**config.mk**
```make
export PLATFORM = sky130hd
export DESIGN_NAME = pic_cmd_sequencer
export DESIGN_NICKNAME = d
export VERILOG_FILES = /design/src/rtl/pic_pkg.sv /design/src/rtl/pic_strobe_edge.sv /design/src/rtl/pic_cmd_sequencer.sv
export SDC_FILE = /design/constraint.sdc
export NUM_CORES = 1
export LEC_CHECK = 0
export ABC_AREA = 1
export BUFFER_PORTS_ARGS = -buffer_cell sky130_fd_sc_hd__buf_2
export CORE_MARGIN = 1.5
export CORE_UTILIZATION = 39
export DETAILED_ROUTE_END_ITERATION = 8
export GPL_TIMING_DRIVEN = 0
export PLACE_DENSITY = 0.65
export SYNTH_ARGS = -nofsm -noshare
export SYNTH_HDL_FRONTEND = slang
export SYNTH_SLANG_ARGS = --single-unit
```
**constraint.sdc**
```tcl
create_clock -name clk -period 1.67 [get_ports clk]
set_input_delay 0.0835 -clock clk [delete_from_list [all_inputs] [get_ports clk]]
set_output_delay 0.0835 -clock clk [all_outputs]
set_load 0.03 [all_outputs]
```
**src/rtl/pic_pkg.sv**
```systemverilog
// Shared types and bit positions for the PIC command sequencer.
package pic_pkg;

  typedef enum logic [2:0] {
    ST_IDLE      = 3'd0,
    ST_WAIT_ICW2 = 3'd1,
    ST_WAIT_ICW3 = 3'd2,
    ST_WAIT_ICW4 = 3'd3,
    ST_READY     = 3'd4
  } pic_state_e;

  // D4 distinguishes ICW1 from OCW2/OCW3 on a0=0 writes.
  localparam int unsigned ICW1_D4 = 4;
  // D3 distinguishes OCW3 (1) from OCW2 (0).
  localparam int unsigned OCW_D3  = 3;

  localparam logic RDSEL_IRR = 1'b0;
  localparam logic RDSEL_ISR = 1'b1;

endpackage

```
**src/rtl/pic_strobe_edge.sv**
```systemverilog
// Tracks the CPU write strobe, captures the written byte and flags the
// cycle in which the strobe ends (the commit cycle).
module pic_strobe_edge (
  input  logic       clk,
  input  logic       reset,
  input  logic       wr_flag,
  input  logic       a0,
  input  logic [7:0] data_in,
  output logic       commit,
  output logic       cmd_a0,
  output logic [7:0] cmd_data
);

  logic wr_act_q;

  // Register the strobe and keep the last byte seen while it was active.
  always_ff @(posedge clk or posedge reset) begin
    if (reset) begin
      wr_act_q <= 1'b0;
      cmd_a0   <= 1'b0;
      cmd_data <= '0;
    end else begin
      wr_act_q <= wr_flag;
      if (wr_flag) begin
        cmd_a0   <= a0;
        cmd_data <= data_in;
      end
    end
  end

  // Trailing edge of the strobe, or chip select dropped before wr_n.
  always_comb begin
    commit = wr_act_q & ~wr_flag;
  end

endmodule

```
**src/rtl/pic_cmd_sequencer.sv**
```systemverilog
// Read/write control sequencer of the 8259A-style PIC: bus strobe decode,
// ICW1..ICW4 initialisation walk, OCW latching and read-back selection.
module pic_cmd_sequencer
  import pic_pkg::*;
#(
  parameter logic [7:0] IMR_RESET   = 8'h00,
  parameter logic       RDSEL_RESET = 1'b0
) (
  input  logic       clk,
  input  logic       reset,
  input  logic       cs_n,
  input  logic       rd_n,
  input  logic       wr_n,
  input  logic       a0,
  input  logic [7:0] data_in,
  input  logic [7:0] irr,
  input  logic [7:0] isr,
  output logic       rd_flag,
  output logic       wr_flag,
  output logic [7:0] read_data,
  output logic       init_done,
  output logic [4:0] vector_base,
  output logic       ltim,
  output logic       sngl,
  output logic       ic4,
  output logic [7:0] cascade_cfg,
  output logic [4:0] icw4_mode,
  output logic [7:0] imr,
  output logic       ocw2_valid,
  output logic [2:0] ocw2_cmd,
  output logic [2:0] ocw2_level,
  output logic       poll_req,
  output logic       icw1_pulse
);

  pic_state_e state_q, state_d;

  logic       commit;
  logic       c_a0;
  logic [7:0] c_data;
  logic       rdsel_q;

  logic ld_icw1, ld_icw2, ld_icw3, ld_icw4;
  logic ld_ocw1, ld_ocw2, ld_ocw3;

  // Strobe decode; simultaneous rd_n/wr_n yields neither flag.
  always_comb begin
    rd_flag = ~cs_n & ~rd_n & wr_n;
    wr_flag = ~cs_n & ~wr_n & rd_n;
  end

  pic_strobe_edge u_strobe (
    .clk      (clk),
    .reset    (reset),
    .wr_flag  (wr_flag),
    .a0       (a0),
    .data_in  (data_in),
    .commit   (commit),
    .cmd_a0   (c_a0),
    .cmd_data (c_data)
  );

  // FSM state register.
  always_ff @(posedge clk or posedge reset) begin
    if (reset) state_q <= ST_IDLE;
    else       state_q <= state_d;
  end

  // Next state and command classification of the committed write.
  always_comb begin
    state_d = state_q;
    ld_icw1 = 1'b0;
    ld_icw2 = 1'b0;
    ld_icw3 = 1'b0;
    ld_icw4 = 1'b0;
    ld_ocw1 = 1'b0;
    ld_ocw2 = 1'b0;
    ld_ocw3 = 1'b0;
    if (commit) begin
      if (!c_a0 && c_data[ICW1_D4]) begin
        ld_icw1 = 1'b1;
        state_d = ST_WAIT_ICW2;
      end else begin
        case (state_q)
          ST_WAIT_ICW2: begin
            if (c_a0) begin
              ld_icw2 = 1'b1;
              if (!sngl)     state_d = ST_WAIT_ICW3;
              else if (ic4)  state_d = ST_WAIT_ICW4;
              else           state_d = ST_READY;
            end
          end
          ST_WAIT_ICW3: begin
            if (c_a0) begin
              ld_icw3 = 1'b1;
              state_d = ic4 ? ST_WAIT_ICW4 : ST_READY;
            end
          end
          ST_WAIT_ICW4: begin
            if (c_a0) begin
              ld_icw4 = 1'b1;
              state_d = ST_READY;
            end
          end
          ST_READY: begin
            if (c_a0)                 ld_ocw1 = 1'b1;
            else if (!c_data[OCW_D3]) ld_ocw2 = 1'b1;
            else                      ld_ocw3 = 1'b1;
          end
          default: state_d = state_q;
        endcase
      end
    end
  end

  // Configuration registers loaded from committed ICW/OCW bytes.
  always_ff @(posedge clk or posedge reset) begin
    if (reset) begin
      ltim        <= 1'b0;
      sngl        <= 1'b0;
      ic4         <= 1'b0;
      vector_base <= '0;
      cascade_cfg <= '0;
      icw4_mode   <= '0;
      imr         <= IMR_RESET;
      rdsel_q     <= RDSEL_RESET;
      ocw2_cmd    <= '0;
      ocw2_level  <= '0;
    end else begin
      if (ld_icw1) begin
        ltim      <= c_data[3];
        sngl      <= c_data[1];
        ic4       <= c_data[0];
        imr       <= IMR_RESET;
        rdsel_q   <= RDSEL_RESET;
        icw4_mode <= '0;
      end
      if (ld_icw2) vector_base <= c_data[7:3];
      if (ld_icw3) cascade_cfg <= c_data;
      if (ld_icw4) icw4_mode   <= c_data[4:0];
      if (ld_ocw1) imr         <= c_data;
      if (ld_ocw2) begin
        ocw2_cmd   <= c_data[7:5];
        ocw2_level <= c_data[2:0];
      end
      if (ld_ocw3 && c_data[1]) rdsel_q <= c_data[0];
    end
  end

  // One-cycle pulses in the cycle following the commit.
  always_ff @(posedge clk or posedge reset) begin
    if (reset) begin
      icw1_pulse <= 1'b0;
      ocw2_valid <= 1'b0;
      poll_req   <= 1'b0;
    end else begin
      icw1_pulse <= ld_icw1;
      ocw2_valid <= ld_ocw2;
      poll_req   <= ld_ocw3 & c_data[2];
    end
  end

  // Registered read-back byte; nothing is exposed before initialisation.
  always_ff @(posedge clk or posedge reset) begin
    if (reset) begin
      read_data <= '0;
    end else if (state_q != ST_READY) begin
      read_data <= '0;
    end else if (a0) begin
      read_data <= imr;
    end else begin
      read_data <= (rdsel_q == RDSEL_ISR) ? isr : irr;
    end
  end

  // Initialisation complete indicator.
  always_comb begin
    init_done = (state_q == ST_READY);
  end

endmodule

```
==> results of run 1 <==
-- cell usage after synthesis, drive strengths merged --
master,count,area (um^2)
nand2,92,370.3
nor3,4,47.54
clkbuf,2,7.510
dfrtp,60,1501
inv,22,85.08
o21ai,29,175.2
buf,8,78.82
a21oi,1,16.27
nor2,9,56.30
o21bai,1,7.510
nand3b,1,7.510
nand3,41,215.2
nand4,8,65.06
a31oi,8,50.05
-- layout make-up --
class                           instances  area (um^2)  area share, %
Buffer                                 10        86.33          2.507
Clock buffer                           13        138.9          4.033
Inverter                               22        85.08          2.471
Multi-Input combinational cell        194         1016          29.51
Sequential cell                        60         1501          43.60
Tap cell                               80        100.1          2.907
Timing Repair Buffer                   90        515.5          14.97
-- cells by family after synthesis --
| logic type | Yosys count | share of synthesized area [%] |
|---|---|---|
| AND/OR/NAND/NOR | 155 | 28.39 |
| flip-flops | 60 | 55.94 |
| AO/OA/AOI/OAI | 39 | 9.278 |
| buffers and inverters | 32 | 6.387 |
-- per-layer routing --
| layer | part of all wire (%) | wire length [um] |
|---|---|---|
| met1 | 46 | 3130 |
| met2 | 45 | 3102 |
| met3 | 6.9 | 473 |
| met4 | 1.7 | 114 |
| met5 | 0 | 0 |
-- worst max-delay path: stages, from the launching register on --
cell	delay, ps
dfrtp_1	450
inv_2	150
nand3_2	150
inv_2	150
buf_2	220
-- registers in the layout, indices dropped and copies added, names as in the netlist, 3 cells and up --
name,count
vector_base,5
ocw2_cmd,3
imr,8
ocw2_level,3
u_strobe.cmd_data,8
icw4_mode,5
cascade_cfg,8
read_data,8
state_q,3
-- worst min path at each step --
stage                                       to  startpoint  slack (ps)
after floorplan           u_strobe.cmd_data[0]  data_in[0]         200
after global placement    u_strobe.cmd_data[7]  data_in[7]         290
after detailed placement        cascade_cfg[1]       reset         190
after CTS                         read_data[0]      isr[0]           3
after global routing              read_data[0]      isr[0]           8
final                             read_data[0]      isr[0]          10
-- stage by stage --
stage | setup TNS (ps) | hold slack (ps) | instances | cell area, um^2 | setup slack [ps]
after floorplan | 0 | 204.5 | 286 | 2684 | 101.8
after global placement | -38900 | 290.0 | 444 | 3174 | -651.2
after detailed placement | 0 | 185.2 | 445 | 3194 | 228.9
after CTS | 0 | 3.197 | 467 | 3423 | 1.039
after global routing | 0 | 8.135 | 469 | 3443 | 68.61
final | 0 | 13.47 | 469 | 3443 | 149.2
-- power by group through the flow --
stage | Clock, mW | Combinational, mW | Sequential [mW]
2_1_floorplan | 0 | 0.482 | 2.09
3_3_place_gp | 0 | 1.02 | 1.86
3_5_place_dp | 0 | 1.05 | 1.87
4_1_cts | 1.04 | 1.07 | 1.85
5_1_grt | 1.09 | 1.20 | 1.87
6_report | 1.02 | 1.09 | 1.85
-- repair_timing --
| item | 4_1_cts | 5_1_grt |
|---|---|---|
| setup buffers | 0 | 2 |
| hold buffers | 9 | 0 |
| resized for setup | 0 | 2 |
| endpoints found under the hold margin | 34 | 0 |
| setup endpoints to repair | 0 | 1 |
==> run summary, run 1 <==
Fmax - 657.5 MHz
Hold path depth - 3
Commonest non-fill, non-tap cell in the layout - nand2_1
Iteration-0 DRC Markers - 146
H-tree Lvls - 3
Design Power - 3.953 mW
Vias in the first global route - 2277
Clk pwr share - 25.7%
Maximum vdd drop - 0.6541 mV
Detailed Place HPWL - 4802 um
PwrDens - 1148 nW/um^2
Post-DRT Antenna Nets - 0
Synthesized flop and latch total - 60
Final net count - 417
Worst R2R Setup Slack - 220 ps
Area Overhead vs Synth - 28.30%
Switching pwr - 1.451 mW
Initial antenna violation count - 0
Relative slew slack - 61.37%
RePlAce Congestion - 0.7932
# setup viols final - 0
Syn Inst Count - 286
Gr usage total - 19.75%
Fin util - 51.25%
GR peak layer - met2
Die height - 85.96 um
Clk sinks - 60
Setup crit end kind - primary output
GR Util met1 - 26.19%
Largest driver fanout on the critical path - 8
Slew @ Worst Pin - 578.7 ps
Status - completed
Fin crit share - 91.07%
CP startpoint kind - register
Reg2Reg Depth - 6
Syn avg cell area - 9.384 um^2
Met2 Use GR - 31.07%
Min cycle time layout - 1521 ps
CP Data Arrival Time - 1440 ps
Vias/cell - 5.015
CTS tree - built
CTS Buf Count - 9
GRT overflow - 0
Worst Setup Path Type - reg -> out
DRT Pass-1 Iters - 4
Global-route wire length before repair - 11220 um
Seq pwr share - 46.8%
Post-route DRC violation count - 0
Die X - 85.96 um
FP Rows - 30
Ys Warns - 0
CTS Buffer Depth - 2
Syn_nets - 316
Core Region - 6719 um^2
Share of cells above drive strength 1 - 33.16%
Setup crit start - state_q[0]
Most frequent cells in the layout - nand2_1, buf_2, dfrtp_1, nand3_1
Seq/Total Area, Yosys - 55.94%
RR Endpoint - ocw2_level[0]
Switching Share - 36.71%
Max cap viols - 0
DRT Wirelength - 6820 um
Skew final - 5.265 ps
M3 GR Usage - 4.524%
Root Buffer - clkbuf_8
Hold Vio Cnt, Final - 0
Worst r2r src - u_strobe.cmd_data[4]
DR WL/cell - 14.54 um
Die ar. - 7388 um^2
Mapped Area - 2684 um^2
CTS clk-pin slew, worst paths - 60 ps
Synth cell types - 27
CP endpoint - init_done
Port bufs - 78
Int Pwr - 2.502 mW
Leakage - 1.919 nW
N_diodes - 0
Initial Utilization - 39.94%
Worst hold path class - in -> reg
RSZ-0062 raised after global routing - no
Via count - 2352
Worst EP required - 1590 ps
Clk Latency, worst-skew pair - 330 ps
Combinational fraction of design power - 27.5%
Number of fill cells - 643
I/O pins - 79
Max-slew violation count - 0
Largest net degree at the start of global routing - 35
Note: power is estimated with default switching activity, not from simulation.
==> inputs of run 2 (changes only) <==
==> constraint.sdc (replaced) <==
create_clock -name clk -period 1.67 [get_ports clk]
set_input_delay 0.2505 -clock clk [delete_from_list [all_inputs] [get_ports clk]]
set_output_delay 0.2505 -clock clk [all_outputs]
set_load 0.03 [all_outputs]
==> run summary, run 2 (synthesis results as in run 1) <==
Fin Setup TNS - 0 ps
RePlAce Congestion - 0.8307
Port bufs - 78
Via count - 2324
Fmax - 641.0 MHz
CTS clk-pin slew, worst paths - 70 ps
# setup viols final - 0
Post-DRT Antenna Nets - 0
Vias/cell - 5.019
Hold Startpoint - data_in[6]
Clk Latency, worst-skew pair - 330 ps
Die X - 85.96 um
Die ar. - 7388 um^2
DR WL/cell - 13.54 um
Iteration-0 DRC Markers - 127
Vias in the first global route - 2155
Max-slew violation count - 0
CTS tree - built
Hold Path End - u_strobe.cmd_data[6]
Hold path depth - 3
Final net count - 408
Worst Setup Path Type - reg -> out
CTS Buffer Depth - 2
Fin crit share - 93.41%
Largest net degree at the start of global routing - 61
Design Power - 4.020 mW
Slew @ Worst Pin - 486.3 ps
H-tree Lvls - 3
Detailed Place HPWL - 4562 um
RR Endpoint - ocw2_level[0]
Status - completed
Multi-input gate area - 1016 um^2
Reg2Reg Depth - 6
Area Overhead vs Synth - 26.48%
Core Region - 6719 um^2
Register area - 1503 um^2
Worst EP required - 1420 ps
Skew final - 4.048 ps
Commonest non-fill, non-tap cell in the layout - nand2_1
Hold Vio Cnt, Final - 0
CTS Buf Count - 9
Largest driver fanout on the critical path - 4
DRT Wirelength - 6267 um
Gr usage total - 18.21%
FP Rows - 30
Clk sinks - 60
CP Data Arrival Time - 1310 ps
Post-route DRC violation count - 0
Leakage - 1.901 nW
Maximum vdd drop - 0.5650 mV
Min cycle time layout - 1560 ps
I/O pins - 79
Global-route wire length before repair - 10250 um
Relative slew slack - 67.58%
Worst R2R Setup Slack - 270 ps
Max cap viols - 0
Worst hold path class - in -> reg
Setup crit end kind - primary output
Fin util - 50.52%
DRT Pass-1 Iters - 6
RSZ-0062 raised after global routing - no
Most frequent cells in the layout - nand2_1, buf_2, dfrtp_1, nand3_1
Number of fill cells - 652
CP startpoint kind - register
Root Buffer - clkbuf_8
Initial antenna violation count - 0
Share of cells above drive strength 1 - 35.51%
Initial Utilization - 39.94%
PwrDens - 1184 nW/um^2
Die height - 85.96 um
N_diodes - 0
Worst r2r src - u_strobe.cmd_data[4]
GRT overflow - 0
run 2: cell types whose count changed in the layout (fill, tap and decap cells not counted), moves of 2 or more:
cell / previous run / this run
inv_2: 3 / 1
dlygate4sd3_1: 9 / 1
clkbuf_1: 6 / 2
clkinv_2: 0 / 6
run 2: how the worst max path moves through the flow:
stage / slack (ps) / endpoint / depth (start not counted) / startpoint
6_report: 110 / init_done / 4 / state_q[0]
5_1_grt: 30 / init_done / 4 / state_q[0]
4_1_cts: 30 / init_done / 4 / state_q[0]
3_5_place_dp: 210 / init_done / 4 / state_q[0]
3_3_place_gp: 210 / init_done / 4 / state_q[0]
2_1_floorplan: 350 / read_data[1] / 5 / state_q[0]
run 2: layer usage:
metal  track usage (%)  vias up  routed length (um)  part of all wire [%]
li1                  -     1134                   -                     -
met1             24.80     1091                2970                    47
met2             28.06       88                2789                    45
met3             3.465       11                 398                   6.4
met4             8.798        0                 109                   1.7
met5                 0        -                   0                     0
run 2: what timing repair did:
item / in CTS / in global routing
resized for setup: 2 / 3
hold endpoints to repair: 0 / 17
buffers inserted: 1 / 0
cloned: 0 / 0
hold buffers: 0 / 1
endpoints found under the setup margin: 1 / 1
run 2: final cells by class:
cell class                      count  area share (%)
Buffer                             10           2.543
Multi-Input combinational cell    194           29.93
Clock buffer                       10           4.055
Clock inverter                      6          0.8846
Timing Repair Buffer               81           12.68
Inverter                           22           2.691
Tap cell                           80           2.949
Sequential cell                    60           44.27
run 2: power by group:
group / internal, mW / switching [mW] / total (mW)
combinational: 0.323 / 0.739 / 1.06
clock: 0.562 / 0.558 / 1.12
sequential: 1.65 / 0.186 / 1.84
run 2: worst max-delay path: stages, from the launching register on:
cell	delay [ps]
dfrtp_2	450
inv_4	100
nand3_2	130
inv_2	110
clkbuf_4	190
run 2: metrics by stage:
stage / setup WS [ps] / hold slack (ps) / cell area (um^2) / instances
after global placement: 210.6 / 454.0 / 3178 / 444
after CTS: 34.73 / 111.9 / 3358 / 461
final: 110.0 / 130.8 / 3395 / 463
after floorplan: 346.8 / 356.4 / 2688 / 286
after detailed placement: 212.7 / 457.5 / 3178 / 444
after global routing: 29.39 / 131.3 / 3395 / 463
==> inputs of run 3 (changes only) <==
Settings changed: ABC_AREA 1 to default, PLACE_DENSITY 0.65 to 0.66.
==> run summary, run 3 <==
Most frequent cell after synthesis - dfrtp_1
Syn avg cell area - 11.03 um^2
Port bufs - 77
Seq/Total Area, Yosys - 57.20%
CTS Buf Count - 9
Worst R2R Setup Slack - -150 ps
Slowest cell on the critical path - dfrtp_2
Failing checks - design-rule violations, negative setup slack
Cell taking the most area after synthesis - dfrtp_1
Detailed Place HPWL - 4282 um
Register area - 1506 um^2
Final net count - 364
FP Rows - 29
Synthesized flop and latch total - 60
Seq pwr share - 42.1%
Setup crit start - state_q[1]
CP peak stage delay - 430 ps
Crit path buffers/inverters - 2
Multi-input gate area - 1041 um^2
Max cap viols - 0
Post-route cell area - 3466 um^2
PwrDens - 1358 nW/um^2
Max-slew violation count - 0
Ys Warns - 0
Relative slew slack - 54.50%
N_diodes - 0
Min cycle time layout - 1815 ps
Clk Latency, worst-skew pair - 330 ps
Post-route DRC violation count - 8
Initial Utilization - 40.87%
Non-filler instance count after layout - 415
Switching pwr - 1.705 mW
Clk pwr share - 27.0%
Die X - 85.04 um
CP startpoint kind - register
Slew @ Worst Pin - 682.5 ps
Levels on crit path - 6
Reg2Reg Depth - 6
Die height - 85.04 um
Worst hold path class - in -> reg
CTS tree - built
Vias in the first global route - 1971
Share of cells above drive strength 1 - 39.64%
Switching Share - 36.24%
Fin crit share - 108.7%
Number of fill cells - 581
Maximum vdd drop - 0.5591 mV
Synth cell types - 40
Clk sinks - 60
Placed cell area - 3134 um^2
Fin util - 53.96%
CTS Buffer Depth - 2
Gr usage total - 18.04%
Commonest non-fill, non-tap cell in the layout - buf_2
Worst Setup Path Type - reg -> reg
Skew final - 7.738 ps
Worst r2r src - state_q[1]
Fmax - 550.9 MHz
# setup viols final - 7
Core Region - 6422 um^2
RR Endpoint - ocw2_level[0]
Largest driver fanout on the critical path - 7
GRT overflow - 0
Die ar. - 7232 um^2
Area contributors post-synth - dfrtp_1, mux2_1, nand2_1
Asr flop ratio synth - 100.0%
CP top delay family - simple AND/OR/NAND/NOR gates
DRT Wirelength - 6275 um
RePlAce Congestion - 0.8039
DR WL/cell - 15.12 um
Int Pwr - 3.001 mW
Most frequent cells in the layout - buf_2, dfrtp_1, nand2_1, nor2_1, a21oi_1
DRT Pass-1 Iters - 6
Final WS setup - -145.1 ps
Most frequent cells after synthesis - dfrtp_1, nand2_1, nor2_1
Area Overhead vs Synth - 32.03%
Worst EP required - 1890 ps
Global-route wire length before repair - 10010 um
Root Buffer - clkbuf_8
Post-synth top area share - 57.20%
Largest net degree at the start of global routing - 61
Hold Vio Cnt, Final - 0
Crit-path cells - or3b_1 -> buf_6 -> inv_8 -> nand4_4 -> nor2_8 -> mux2_4
Syn Inst Count - 238
Via count - 2115
CTS clk-pin slew, worst paths - 70 ps
Leakage - 1.759 nW
Status - complete, but fails checks
Syn_nets - 268
H-tree Lvls - 3
Vias/cell - 5.096
RSZ-0062 raised after global routing - yes
CP Data Arrival Time - 2030 ps
Mapped Area - 2625 um^2
Combinational fraction of design power - 30.9%
Setup crit end kind - register
Initial antenna violation count - 0
Dpl cells - 392
CP endpoint - ocw2_level[0]
EDFF count, synth - 0
Iteration-0 DRC Markers - 137
Prevailing post-synth register cell - dfrtp_1
I/O pins - 79
Post-DRT Antenna Nets - 0
## run 3: worst min-delay path: cells and delay by family
| kind | cells | cell delay [ps] |
|---|---|---|
| and+or+nand+nor | 2 | 90 |
| buffers and inverters | 1 | 70 |
## run 3: kinds of logic (layout without fill, tap and decap cells)
| family | count (synthesis) | after routing | share of synthesized area [%] |
|---|---|---|---|
| flip-flops | 60 | 60 | 57.20 |
| multiplexers | 28 | 28 | 12.30 |
| buffers and inverters | 25 | 125 | 4.433 |
| AND/OR/NAND/NOR | 86 | 86 | 16.87 |
| AO/OA/AOI/OAI | 39 | 39 | 9.200 |
## run 3: final cells by class
type | count | area share, %
buffer | 13 | 2.563
clock buffer | 11 | 4.079
clock inverter | 4 | 1.444
inverter | 10 | 1.552
multi-input combinational | 153 | 30.04
sequential | 60 | 43.47
tap | 77 | 2.780
timing repair buffer | 87 | 14.08
## run 3: stage by stage
step                hold slack, ps  power, mW  worst slack [ps]  TNS (ps)
global route                 110.0      4.961            -188.8     -1733
detailed placement           461.2      3.373            -333.0     -6681
finish                       114.6      4.706            -145.1    -924.2
CTS                          104.0      4.714            -173.6     -1357
global placement             458.7      3.340            -334.7     -6238
floorplan                    355.9      2.944            -148.3    -867.8
## run 3: what timing repair did
| item | in CTS | in global routing |
|---|---|---|
| endpoints found under the hold margin | 0 | 22 |
| endpoints found under the setup margin | 28 | 34 |
| hold buffers | 0 | 1 |
| resized for setup | 14 | 12 |
| buffers inserted | 4 | 4 |
| pin swaps | 2 | 6 |
## run 3: worst min path at each step
| stage | to | startpoint | slack (ps) | cells after the start |
|---|---|---|---|---|
| after detailed placement | u_strobe.cmd_data[5] | data_in[5] | 460 | 3 |
| after global placement | u_strobe.cmd_data[7] | data_in[7] | 460 | 3 |
| after global routing | u_strobe.cmd_data[5] | data_in[5] | 110 | 3 |
| final | u_strobe.cmd_data[5] | data_in[5] | 110 | 3 |
| after CTS | u_strobe.cmd_data[5] | data_in[5] | 100 | 3 |
| after floorplan | cascade_cfg[0] | reset | 360 | 1 |
## run 3: routing by layer
| layer | GRT usage [%] | wire length (um) | part of all wire (%) |
|---|---|---|---|
| met5 | 0 | 0 | 0 |
| met4 | 5.365 | 52 | 0.83 |
| met3 | 5.837 | 328 | 5.2 |
| met2 | 26.91 | 2975 | 47 |
| met1 | 25.21 | 2919 | 47 |
## run 3: power groups by stage
stage / Combinational (mW) / Clock [mW] / Sequential [mW]
6_report: 1.45 / 1.27 / 1.98
5_1_grt: 1.56 / 1.37 / 2.03
4_1_cts: 1.43 / 1.30 / 1.98
3_5_place_dp: 1.37 / 0 / 2.00
3_3_place_gp: 1.35 / 0 / 1.99
2_1_floorplan: 0.590 / 0 / 2.35
